**src/rtl/serial_adder_nb.sv**
```systemverilog
// Bit-serial adder: one full-adder cell and a carry flip-flop add two N-bit operands
// plus carry-in over N cycles, with a start/busy/done handshake and held results.
module serial_adder_nb #(
    parameter int N = 8
) (
    input  logic         clock,
    input  logic         reset_n,
    input  logic         start,
    input  logic [N-1:0] A,
    input  logic [N-1:0] B,
    input  logic         Cin,
    output logic [N-1:0] S,
    output logic         Cout,
    output logic         V,
    output logic         busy,
    output logic         done
);

    localparam int CW = (N > 2) ? $clog2(N) : 1;
    localparam logic [CW-1:0] LAST_BIT = CW'(N - 1);

    typedef enum logic [1:0] {
        IDLE = 2'd0,
        RUN  = 2'd1,
        DONE = 2'd2
    } state_t;

    function automatic logic majority(input logic a, input logic b, input logic c);
        return (a & b) | (a & c) | (b & c);
    endfunction

    state_t        state_r, state_s;
    logic [N-1:0]  ra_r, ra_s;
    logic [N-1:0]  rb_r, rb_s;
    logic [N-1:0]  acc_r, acc_s;
    logic          carry_r, carry_s;
    logic [CW-1:0] cnt_r, cnt_s;
    logic [N-1:0]  sum_r, sum_s;
    logic          cout_r, cout_s;
    logic          ovf_r, ovf_s;
    logic          busy_r, busy_s;
    logic          done_r, done_s;
    logic          bit_s;
    logic          carry_out_s;

    // Next-state, datapath and result-register logic for the three-state sequencer.
    always_comb begin
        state_s     = state_r;
        ra_s        = ra_r;
        rb_s        = rb_r;
        acc_s       = acc_r;
        carry_s     = carry_r;
        cnt_s       = cnt_r;
        sum_s       = sum_r;
        cout_s      = cout_r;
        ovf_s       = ovf_r;
        bit_s       = ra_r[0] ^ rb_r[0] ^ carry_r;
        carry_out_s = majority(ra_r[0], rb_r[0], carry_r);

        case (state_r)
            IDLE: begin
                if (start) begin
                    ra_s    = A;
                    rb_s    = B;
                    carry_s = Cin;
                    cnt_s   = {CW{1'b0}};
                    state_s = RUN;
                end else begin
                    state_s = IDLE;
                end
            end
            RUN: begin
                ra_s    = {1'b0, ra_r[N-1:1]};
                rb_s    = {1'b0, rb_r[N-1:1]};
                acc_s   = {bit_s, acc_r[N-1:1]};
                carry_s = carry_out_s;
                cnt_s   = cnt_r + CW'(1);
                if (cnt_r == LAST_BIT) begin
                    // carry_r here is the carry into the MSB, needed for signed overflow
                    sum_s   = {bit_s, acc_r[N-1:1]};
                    cout_s  = carry_out_s;
                    ovf_s   = carry_r ^ carry_out_s;
                    state_s = DONE;
                end else begin
                    state_s = RUN;
                end
            end
            DONE: begin
                if (start) begin
                    ra_s    = A;
                    rb_s    = B;
                    carry_s = Cin;
                    cnt_s   = {CW{1'b0}};
                    state_s = RUN;
                end else begin
                    state_s = IDLE;
                end
            end
            default: begin
                state_s = IDLE;
            end
        endcase

        busy_s = (state_s == RUN);
        done_s = (state_s == DONE);
    end

    // State and datapath registers; reset aborts any addition and clears the results.
    always_ff @(posedge clock or negedge reset_n) begin
        if (!reset_n) begin
            state_r <= IDLE;
            ra_r    <= {N{1'b0}};
            rb_r    <= {N{1'b0}};
            acc_r   <= {N{1'b0}};
            carry_r <= 1'b0;
            cnt_r   <= {CW{1'b0}};
            sum_r   <= {N{1'b0}};
            cout_r  <= 1'b0;
            ovf_r   <= 1'b0;
            busy_r  <= 1'b0;
            done_r  <= 1'b0;
        end else begin
            state_r <= state_s;
            ra_r    <= ra_s;
            rb_r    <= rb_s;
            acc_r   <= acc_s;
            carry_r <= carry_s;
            cnt_r   <= cnt_s;
            sum_r   <= sum_s;
            cout_r  <= cout_s;
            ovf_r   <= ovf_s;
            busy_r  <= busy_s;
            done_r  <= done_s;
        end
    end

    assign S    = sum_r;
    assign Cout = cout_r;
    assign V    = ovf_r;
    assign busy = busy_r;
    assign done = done_r;

endmodule

```
**config.mk**
```make
export PLATFORM = sky130hd
export DESIGN_NAME = serial_adder_nb
export DESIGN_NICKNAME = d
export VERILOG_FILES = /design/src/rtl/serial_adder_nb.sv
export SDC_FILE = /design/constraint.sdc
export NUM_CORES = 1
export LEC_CHECK = 0
export ABC_AREA = 1
export ABC_CLOCK_PERIOD_IN_PS = 1900
export CAP_MARGIN = 20
export CORE_MARGIN = 4
export CORE_UTILIZATION = 52
export CTS_CLUSTER_DIAMETER = 100
export DETAILED_ROUTE_END_ITERATION = 7
export PLACE_DENSITY = 0.9
export SYNTH_ARGS = -nofsm -noshare
export SYNTH_HDL_FRONTEND = slang
export SYNTH_SLANG_ARGS = --single-unit
```
**constraint.sdc**
```tcl
create_clock -name clock -period 1.9 [get_ports clock]
set_clock_uncertainty 0.2 [all_clocks]
set_input_delay 0.57 -clock clock [delete_from_list [all_inputs] [get_ports clock]]
set_output_delay 0.57 -clock clock [all_outputs]
set_load 0.005 [all_outputs]
```
## Yosys cells after proc, flatten, opt, wreduce, memory -nomap -nowiden

Cells that the tools add are included.
Widths: inputs -> output; s select.

- Equal/unequal tests: 6
- Bitwise operators: 8
- $add $sub $neg: 1
- Mux-type cells: 11
- Reduce and logical (&&, ||, !) cells: 5

Operators with widths:

| operator | count |
|---|---|
| $pmux 8 s2 | 2 |
| $mux 8 | 2 |
| $pmux 3 s2 | 1 |
| $eq 2x1->1 const B | 2 |
| $eq 2x2->1 const B | 2 |
| $pmux 2 s2 | 1 |
| $reduce_and 2->1 | 2 |
| $add 3x1->3 const B | 1 |
| $and 1x1->1 | 3 |
| $eq 3x3->1 const B | 1 |
| $mux 3 | 1 |
| $xor 1x1->1 | 3 |
| $logic_not 2->1 | 1 |
| $mux 1 | 2 |
| $mux 2 | 1 |
| $ne 2x1->1 const B | 1 |
| $or 1x1->1 | 2 |
| $pmux 1 s2 | 1 |
| $reduce_bool 2->1 | 1 |
| $reduce_or 2->1 | 1 |

- Logic and storage cells: 42
- Register bits: 42
- Output and inout port bits: 12
- Input bits: 20

## Longest topological paths before layout

Gate-level depths: netlist (run 1).

- Depth after elaboration: 4
- Gate-level depth with buffers: 7
- Mapped depth without buffers: 6

## Worst setup path before layout (run 1)

No wires, ideal clock.

- Kind: register to register
- From: reg cnt_r[0]
- To: reg cout_r (netlist: Cout)
- Period minus slack after synthesis: 1490 ps
- Buffers on the path: 1
- Slack: 410 ps
- Setup time: 121 ps
- Stages on the path, launching flop included: 6
- Data required time: 1579 ps
- Data arrival time: 1169 ps
- Cell sequence: dfrtp_1 ha_1 ha_1 nand3_4 buf_2 o21ai_1

- Word-level cells in the longest chain between the ends: 2

RTL lines:

| element | RTL line | text |
|---|---|---|
| start, declared | 37 | `logic [CW-1:0] cnt_r, cnt_s;` |
| start signal, assigned | 116 | `cnt_r <= {CW{1'b0}};` |
| start signal, assigned | 128 | `cnt_r <= cnt_s;` |
| $eq 3x3->1 | 78 | `if (cnt_r == LAST_BIT) begin` |
| $reduce_and 2->1 (no source line) | -- |  |
| end signal, assigned | 130 | `cout_r <= cout_s;` |
| end, declared | 39 | `logic cout_r, cout_s;` |

Every way passes these cells.
A chain may end at the register's enable or synchronous reset.

## Worst setup path in the final report (run 1)

- From: reg sum_r[3] (netlist: S[3])
- To: out S[3]

RTL lines:

| element | RTL line | text |
|---|---|---|
| start, declared | 38 | `logic [N-1:0] sum_r, sum_s;` |
| start signal, assigned | 117 | `sum_r <= {N{1'b0}};` |
| start signal, assigned | 129 | `sum_r <= sum_s;` |
| end, declared | 12 | `output logic [N-1:0] S,` |

No word-level cell between the ends.

==> key figures, run 1 <==
Detailed routing
  • Via/cell ratio: 4.88
  • DR WL met3: 182 microns
  • Via count: 1,487
  • DRT Pass-1 Iters: 4
  • Final wirelength: 3640 microns
  • Top sig layer: met4
  • Met1 wire length: 1580 microns
  • Post-route ant nets: 0
  • Met2 WL: 1810 microns
  • Initial DRC Count: 109
  • Routed wire per std cell: 11.9 microns
  • DRC errors left: 0

Timing
  • Final Cycle Share: 90.5%
  • Final Critical Period: 1720 ps
  • Count of pins over their slew limit: 0
  • WHS: -7.86 ps
  • RSZ-0062 raised after global routing: no
  • Max_slew headroom: 73.6%
  • Final setup vio count: 0
  • Tightest Pin Transition: 395 ps
  • Endpoints failing hold: 16
  • Fmax: 582 MHz
  • Setup TNS: 0 ps

Floorplanning
  • Die Y: 69.0 microns
  • Row cnt: 21
  • Die width: 69.0 microns
  • Initial Util: 55.8%
  • I/O pin total: 32
  • Core area: 3470 sq um
  • Die footprint: 4760 sq um

Clocking
  • Worst-path clk slew: 70 ps
  • TritonCTS Buffers: 5
  • Clock sinks: 41
  • Clock Latency Late Sink: 290 ps
  • Longest Clk Path Bufs: 2
  • H-tree depth: 2
  • Cts-stage hold buffer count: 0
  • Root Driver: clkbuf_8
  • CTS tree: yes

Synthesis
  • Synth cell types: 20
  • Post-synthesis cell count: 222
  • Syn avg cell area: 8.72 sq um
  • Top_reg_cell synth: dfrtp_1
  • Yosys warnings: 0
  • Post-synthesis register bit count: 41
  • Post-Syn Area: 1940 sq um
  • Fraction of registers with async set/reset: 100%
  • Syn Nets: 245
  • EDFF count, synth: 0
  • Sequential share of the synthesized area: 53.0%

Cells and area
  • Number of fill cells: 271
  • Layout area overhead: 23.1%
  • Layout Cells excl Fill: 305
  • Antenna cell count: 0
  • NumNets Final: 281
  • Ratio of cells with drive above 1 in the final layout: 13.5%
  • Utilization after layout: 68.7%

Place
  • RePlAce Congestion: 0.765
  • Port Buffers: 31
  • Cell count after placement: 292
  • DP Wirelength: 2530 microns

Flow run
  • Max capacitance violation total: 0

Global route
  • Initial antenna violation count: 0
  • Number of global-route vias before repair: 1,446
  • First-pass GRT wire length: 6320 microns
  • Total grt overflow: 0
  • Largest net degree at the start of global routing: 30
  • Overall Global Routing Usage: 16.5%

Setup path
  • FF-to-FF Start: state_r[0]
  • Crit-path max cell delay: 390 ps
  • Slowest library cell on the worst path: dfrtp_1
  • CP arrival: 950 ps
  • FF-to-FF path depth: 4
  • Worst path cell trace: dlygate4sd2_1
  • Reg2Reg Setup Slack: 370 ps
  • Kind of critical path: reg -> out
  • Top Family by Delay on Critical Path: flip-flops
  • Buf+Inv Stages, Crit Path: 1
  • Required @ worst endpoint: 1130 ps
  • Crit. End Element: output port
  • Crit Path Max Fanout: 2
  • Crit path launch type: register
  • Worst reg2reg endpoint: rb_r[7]

Power and ir drop
  • Tot Pwr: 3.59 mW
  • VDD IR max: 0.000590 V
  • Leakage power: 1.27 nW
  • PwrDens: 1510 nW/um^2

Hold path
  • Worst hold path class: in -> async

Outcome
  • Status: finished, violations left
  • Failing checks: negative hold slack
==> layout make-up <==
class,count,area [sq um],share of cell area [%]
clock buffer,7,96.3,4.04
tap,46,57.6,2.42
inverter,15,58.8,2.47
clock inverter,1,5.00,0.210
multi-input combinational,155,756,31.7
timing repair buffer,40,383,16.1
sequential,41,1030,43.1
==> routing by layer <==
metal / global-route usage, % / vias up
met2: 27.9 / 30
met3: 5.52 / 5
met5: 0 / -
met1: 19.0 / 689
met4: 7.16 / 0
li1: - / 763
==> placed cells by master, fill, tap and decap left out <==
cell type and instances:
nand3_4 1, nand3_1 10, clkinv_2 1, o21ai_0 9
fa_1 1, nor2_1 1, nand3_2 10, ha_1 2
inv_4 1, nor2_4 1, dfrtp_1 41, buf_12 2
nand2_1 109, inv_2 1, clkdlybuf4s50_1 18, buf_4 7
nand2_4 3, buf_2 1, dlygate4sd2_1 12, clkbuf_8 7
inv_1 13, o21ai_1 8
==> synthesized netlist by cell type (2+ instances only) <==
cell type    n  area (sq um)
nand2_1    109           409
dfrtp_1     41          1030
buf_2        3          15.0
buf_6        4          45.0
nand2_4      3          33.8
inv_1       13          48.8
nand3_2     10           100
nand3_1     10          50.1
o21ai_0      9          45.0
o21ai_1      8          40.0
ha_1         2          25.0
buf_4        2          15.0
==> registers in the layout, indices dropped and copies added (netlist names), 2 cells and up <==
name	flops
S	8
acc_r	7
cnt_r	3
ra_r	8
rb_r	8
state_r	2
==> per-stage QoR <==
step                      worst slack [ps]  area (sq um)
after floorplan                        410          1940
after global placement                69.9          2260
after detailed placement             0.393          2260
after CTS                              170          2380
after global routing                   143          2380
final                                  181          2380
==> worst max-delay path by stage <==
stage | start | endpoint | cells after the start
2_1_floorplan | cnt_r[0] | Cout | 5
3_3_place_gp | start | ra_r[7] | 6
3_5_place_dp | start | rb_r[7] | 5
4_1_cts | S[3] | S[3] | 1
5_1_grt | S[3] | S[3] | 1
6_report | S[3] | S[3] | 1
==> repair_timing <==
action                     in CTS  in global routing
setup endpoints to repair      12                  0
resized for setup              12                  0
buffers inserted                5                  0
==> cell families after synthesis <==
kind of cell    synth area share (%)
simple gates                    32.3
flops                           53.0
buf+inv                         7.95
fa+ha+maj                       2.33
compound gates                  4.40
==> where the power goes <==
group	internal (mW)	switching, mW
clock network	0.328	0.282
registers	1.24	0.231
logic	0.619	0.885
(Power assumes the default switching activity.)
==> inputs of run 2 (changes only) <==
--- a/config.mk
+++ b/config.mk
@@ -7,12 +7,13 @@
 export LEC_CHECK = 0
 export ABC_AREA = 1
 export ABC_CLOCK_PERIOD_IN_PS = 1900
-export CAP_MARGIN = 20
+export CAP_MARGIN = 0
 export CORE_MARGIN = 4
-export CORE_UTILIZATION = 52
+export CORE_UTILIZATION = 40
 export CTS_CLUSTER_DIAMETER = 100
 export DETAILED_ROUTE_END_ITERATION = 7
-export PLACE_DENSITY = 0.9
+export PLACE_DENSITY = 0.75
+export SETUP_SLACK_MARGIN = 0.2
 export SYNTH_ARGS = -nofsm -noshare
 export SYNTH_HDL_FRONTEND = slang
 export SYNTH_SLANG_ARGS = --single-unit
==> run 2 against run 1 <==
The flow now finishes without violations. Final cell count is 3.0% higher. Sequential share of layout area down 0.89 points. Combinational power barely moved. First-iteration DRC count decreased by 11%. Die area is 26% higher. Via count unchanged. Setup slack improved by 74 ps. Core utilization decreased by 17 points. Critical path depth stayed put. Register-to-register slack improved by 40 ps. Wire length is 1.7% lower. Fmax up 4.5%. Largest cell class unchanged. Highest routed layer unchanged.
==> key figures, run 2 (synthesized netlist as in run 1, its figures left out) <==
Timing
  • Count of pins over their slew limit: 0 (unchanged)
  • Fmax: 608 MHz (was 582 MHz)
  • RSZ-0062 raised after global routing: no (unchanged)
  • Final setup vio count: 0 (unchanged)
  • Setup TNS: 0 ps (unchanged)
  • Max_slew headroom: 74.1% (was 73.6%)
  • Final Cycle Share: 86.6% (was 90.5%)
  • Tightest Pin Transition: 388 ps (was 395 ps)
  • Final Critical Period: 1640 ps (was 1720 ps)
  • Endpoints failing hold: 0 (was 16)

Global route
  • First-pass GRT wire length: 6270 microns (was 6320 microns)
  • Initial antenna violation count: 0 (unchanged)
  • Total grt overflow: 0 (unchanged)
  • Largest net degree at the start of global routing: 35 (was 30)
  • Overall Global Routing Usage: 13.2% (was 16.5%)
  • Number of global-route vias before repair: 1,456 (was 1,446)

Cells and area
  • Most frequent cells in the layout: 109 x nand2_1, 41 x dfrtp_1, 18 x clkdlybuf4s50_1 (unchanged)
  • Layout area overhead: 25.7% (was 23.1%)
  • Number of fill cells: 446 (was 271)
  • Ratio of cells with drive above 1 in the final layout: 13.1% (was 13.5%)
  • Utilization after layout: 51.8% (was 68.7%)
  • Antenna cell count: 0 (unchanged)
  • NumNets Final: 282 (was 281)
  • Commonest non-fill, non-tap cell in the layout: nand2_1 (unchanged)

Detailed routing
  • Initial DRC Count: 97 (was 109)
  • DRT Pass-1 Iters: 7 (was 4)
  • Via count: 1,487 (unchanged)
  • Final wirelength: 3580 microns (was 3640 microns)
  • Via/cell ratio: 4.74 (was 4.88)
  • DRC errors left: 0 (unchanged)
  • Post-route ant nets: 0 (unchanged)
  • Routed wire per std cell: 11.4 microns (was 11.9 microns)

Setup path
  • Worst reg2reg endpoint: rb_r[0] (was rb_r[7])
  • Reg2Reg Setup Slack: 410 ps (was 370 ps)
  • Kind of critical path: reg -> out (unchanged)
  • FF-to-FF path depth: 4 (unchanged)
  • Crit Path Max Fanout: 2 (unchanged)
  • Critical path endpoint: S[5] (was S[3])
  • Buf+Inv Stages, Crit Path: 1 (unchanged)
  • Worst path depth: 1 (unchanged)
  • FF-to-FF Start: state_r[0] (unchanged)
  • Worst path cell trace: clkdlybuf4s15_1 (was dlygate4sd2_1)
  • Crit. End Element: output port (unchanged)
  • Crit-path max cell delay: 380 ps (was 390 ps)
  • Slowest library cell on the worst path: dfrtp_1 (unchanged)
  • Crit path launch type: register (unchanged)
  • CP arrival: 870 ps (was 950 ps)
  • Top Family by Delay on Critical Path: flip-flops (unchanged)
  • Crit path from: S[5] (was S[3])
  • Required @ worst endpoint: 1130 ps (about the same)

Power and ir drop
  • Sequential power share: 39.6% (was 41.1%)
  • Leakage power: 1.25 nW (was 1.27 nW)
  • Combinational share of power: 41.0% (was 41.9%)
  • Switch share: 37.6% (was 39.0%)
  • Internal: 2.31 mW (was 2.19 mW)
  • Psw: 1.39 mW (was 1.40 mW)
  • VDD IR max: 0.000554 V (was 0.000590 V)
  • PwrDens: 1520 nW/um^2 (was 1510 nW/um^2)
  • Share of total power in the clock network: 19.4% (was 17.0%)

Place
  • RePlAce Congestion: 0.788 (was 0.765)
  • DP Wirelength: 2440 microns (was 2530 microns)
  • Port Buffers: 31 (unchanged)

Clocking
  • TritonCTS Buffers: 5 (unchanged)
  • H-tree depth: 2 (unchanged)
  • CTS tree: yes (unchanged)
  • Worst-path clk slew: 80 ps (was 70 ps)
  • Root Driver: clkbuf_8 (unchanged)
  • Clock sinks: 41 (unchanged)
  • Clock Latency Late Sink: 290 ps (about the same)
  • Longest Clk Path Bufs: 2 (unchanged)

Outcome
  • Status: complete, no violations (was finished, violations left)

Hold path
  • Worst hold path class: reg -> reg (was in -> async)

Floorplanning
  • I/O pin total: 32 (unchanged)
  • Die Y: 77.6 microns (was 69.0 microns)
  • Initial Util: 41.3% (was 55.8%)
  • Die footprint: 6020 sq um (was 4760 sq um)
  • Die width: 77.6 microns (was 69.0 microns)
  • Row cnt: 25 (was 21)
  • Core area: 4690 sq um (was 3470 sq um)

Flow run
  • Max capacitance violation total: 0 (unchanged)
==> run 2: worst min-delay path by stage <==
stage | start | to | slack (ps) | cells past startpoint
6_report | acc_r[1] | S[0] | 270 | 2
5_1_grt | acc_r[1] | S[0] | 310 | 2
4_1_cts | acc_r[1] | S[0] | 270 | 2
3_5_place_dp | acc_r[1] | S[0] | 260 | 2
3_3_place_gp | acc_r[1] | S[0] | 260 | 2
2_1_floorplan | reset_n | Cout | 70 | 0
==> run 2: routing by layer <==
metal | share of wire, % | vias up | GRT usage, %
met1 | 47 | 680 | 16.0
met2 | 46 | 41 | 21.8
met5 | 0 | - | 0
met3 | 5.3 | 5 | 4.18
li1 | - | 761 | -
met4 | 1.3 | 0 | 4.80
==> run 2: layout make-up <==
| class | instances | area [sq um] | share of cell area (%) |
|---|---|---|---|
| clock buffers | 7 | 86.3 | 3.55 |
| clock inverters | 1 | 30.0 | 1.23 |
| inverters | 15 | 58.8 | 2.42 |
| multi-input cells | 155 | 756 | 31.1 |
| flip-flops and latches | 41 | 1030 | 42.2 |
| well taps | 54 | 67.6 | 2.78 |
| repair buffers | 41 | 408 | 16.8 |
==> run 2: stage by stage <==
step / hold WS (ps) / total power [mW] / cell area (sq um) / cells / setup slack [ps]
3_5_place_dp: 255 / 3.02 / 2280 / 301 / 68.1
2_1_floorplan: 74.4 / 2.61 / 1940 / 222 / 410
3_3_place_gp: 256 / 2.96 / 2280 / 301 / 89.0
5_1_grt: 308 / 4.04 / 2430 / 314 / 209
6_report: 269 / 3.70 / 2430 / 314 / 255
4_1_cts: 271 / 3.75 / 2430 / 314 / 185
==> run 2: power groups by stage <==
stage	combinational [mW]	sequential, mW	clock (mW)
floorplan	1.17	1.44	0
global route	1.76	1.51	0.767
global placement	1.49	1.47	0
finish	1.52	1.47	0.718
detailed placement	1.54	1.48	0
CTS	1.55	1.47	0.734
==> run 2: timing repair <==
item | in CTS | in global routing
buffers inserted | 4 | 0
endpoints found under the hold margin | 5 | 0
resized for setup | 22 | 2
pin swaps | 0 | 0
endpoints found under the setup margin | 12 | 2
hold buffers | 1 | 0
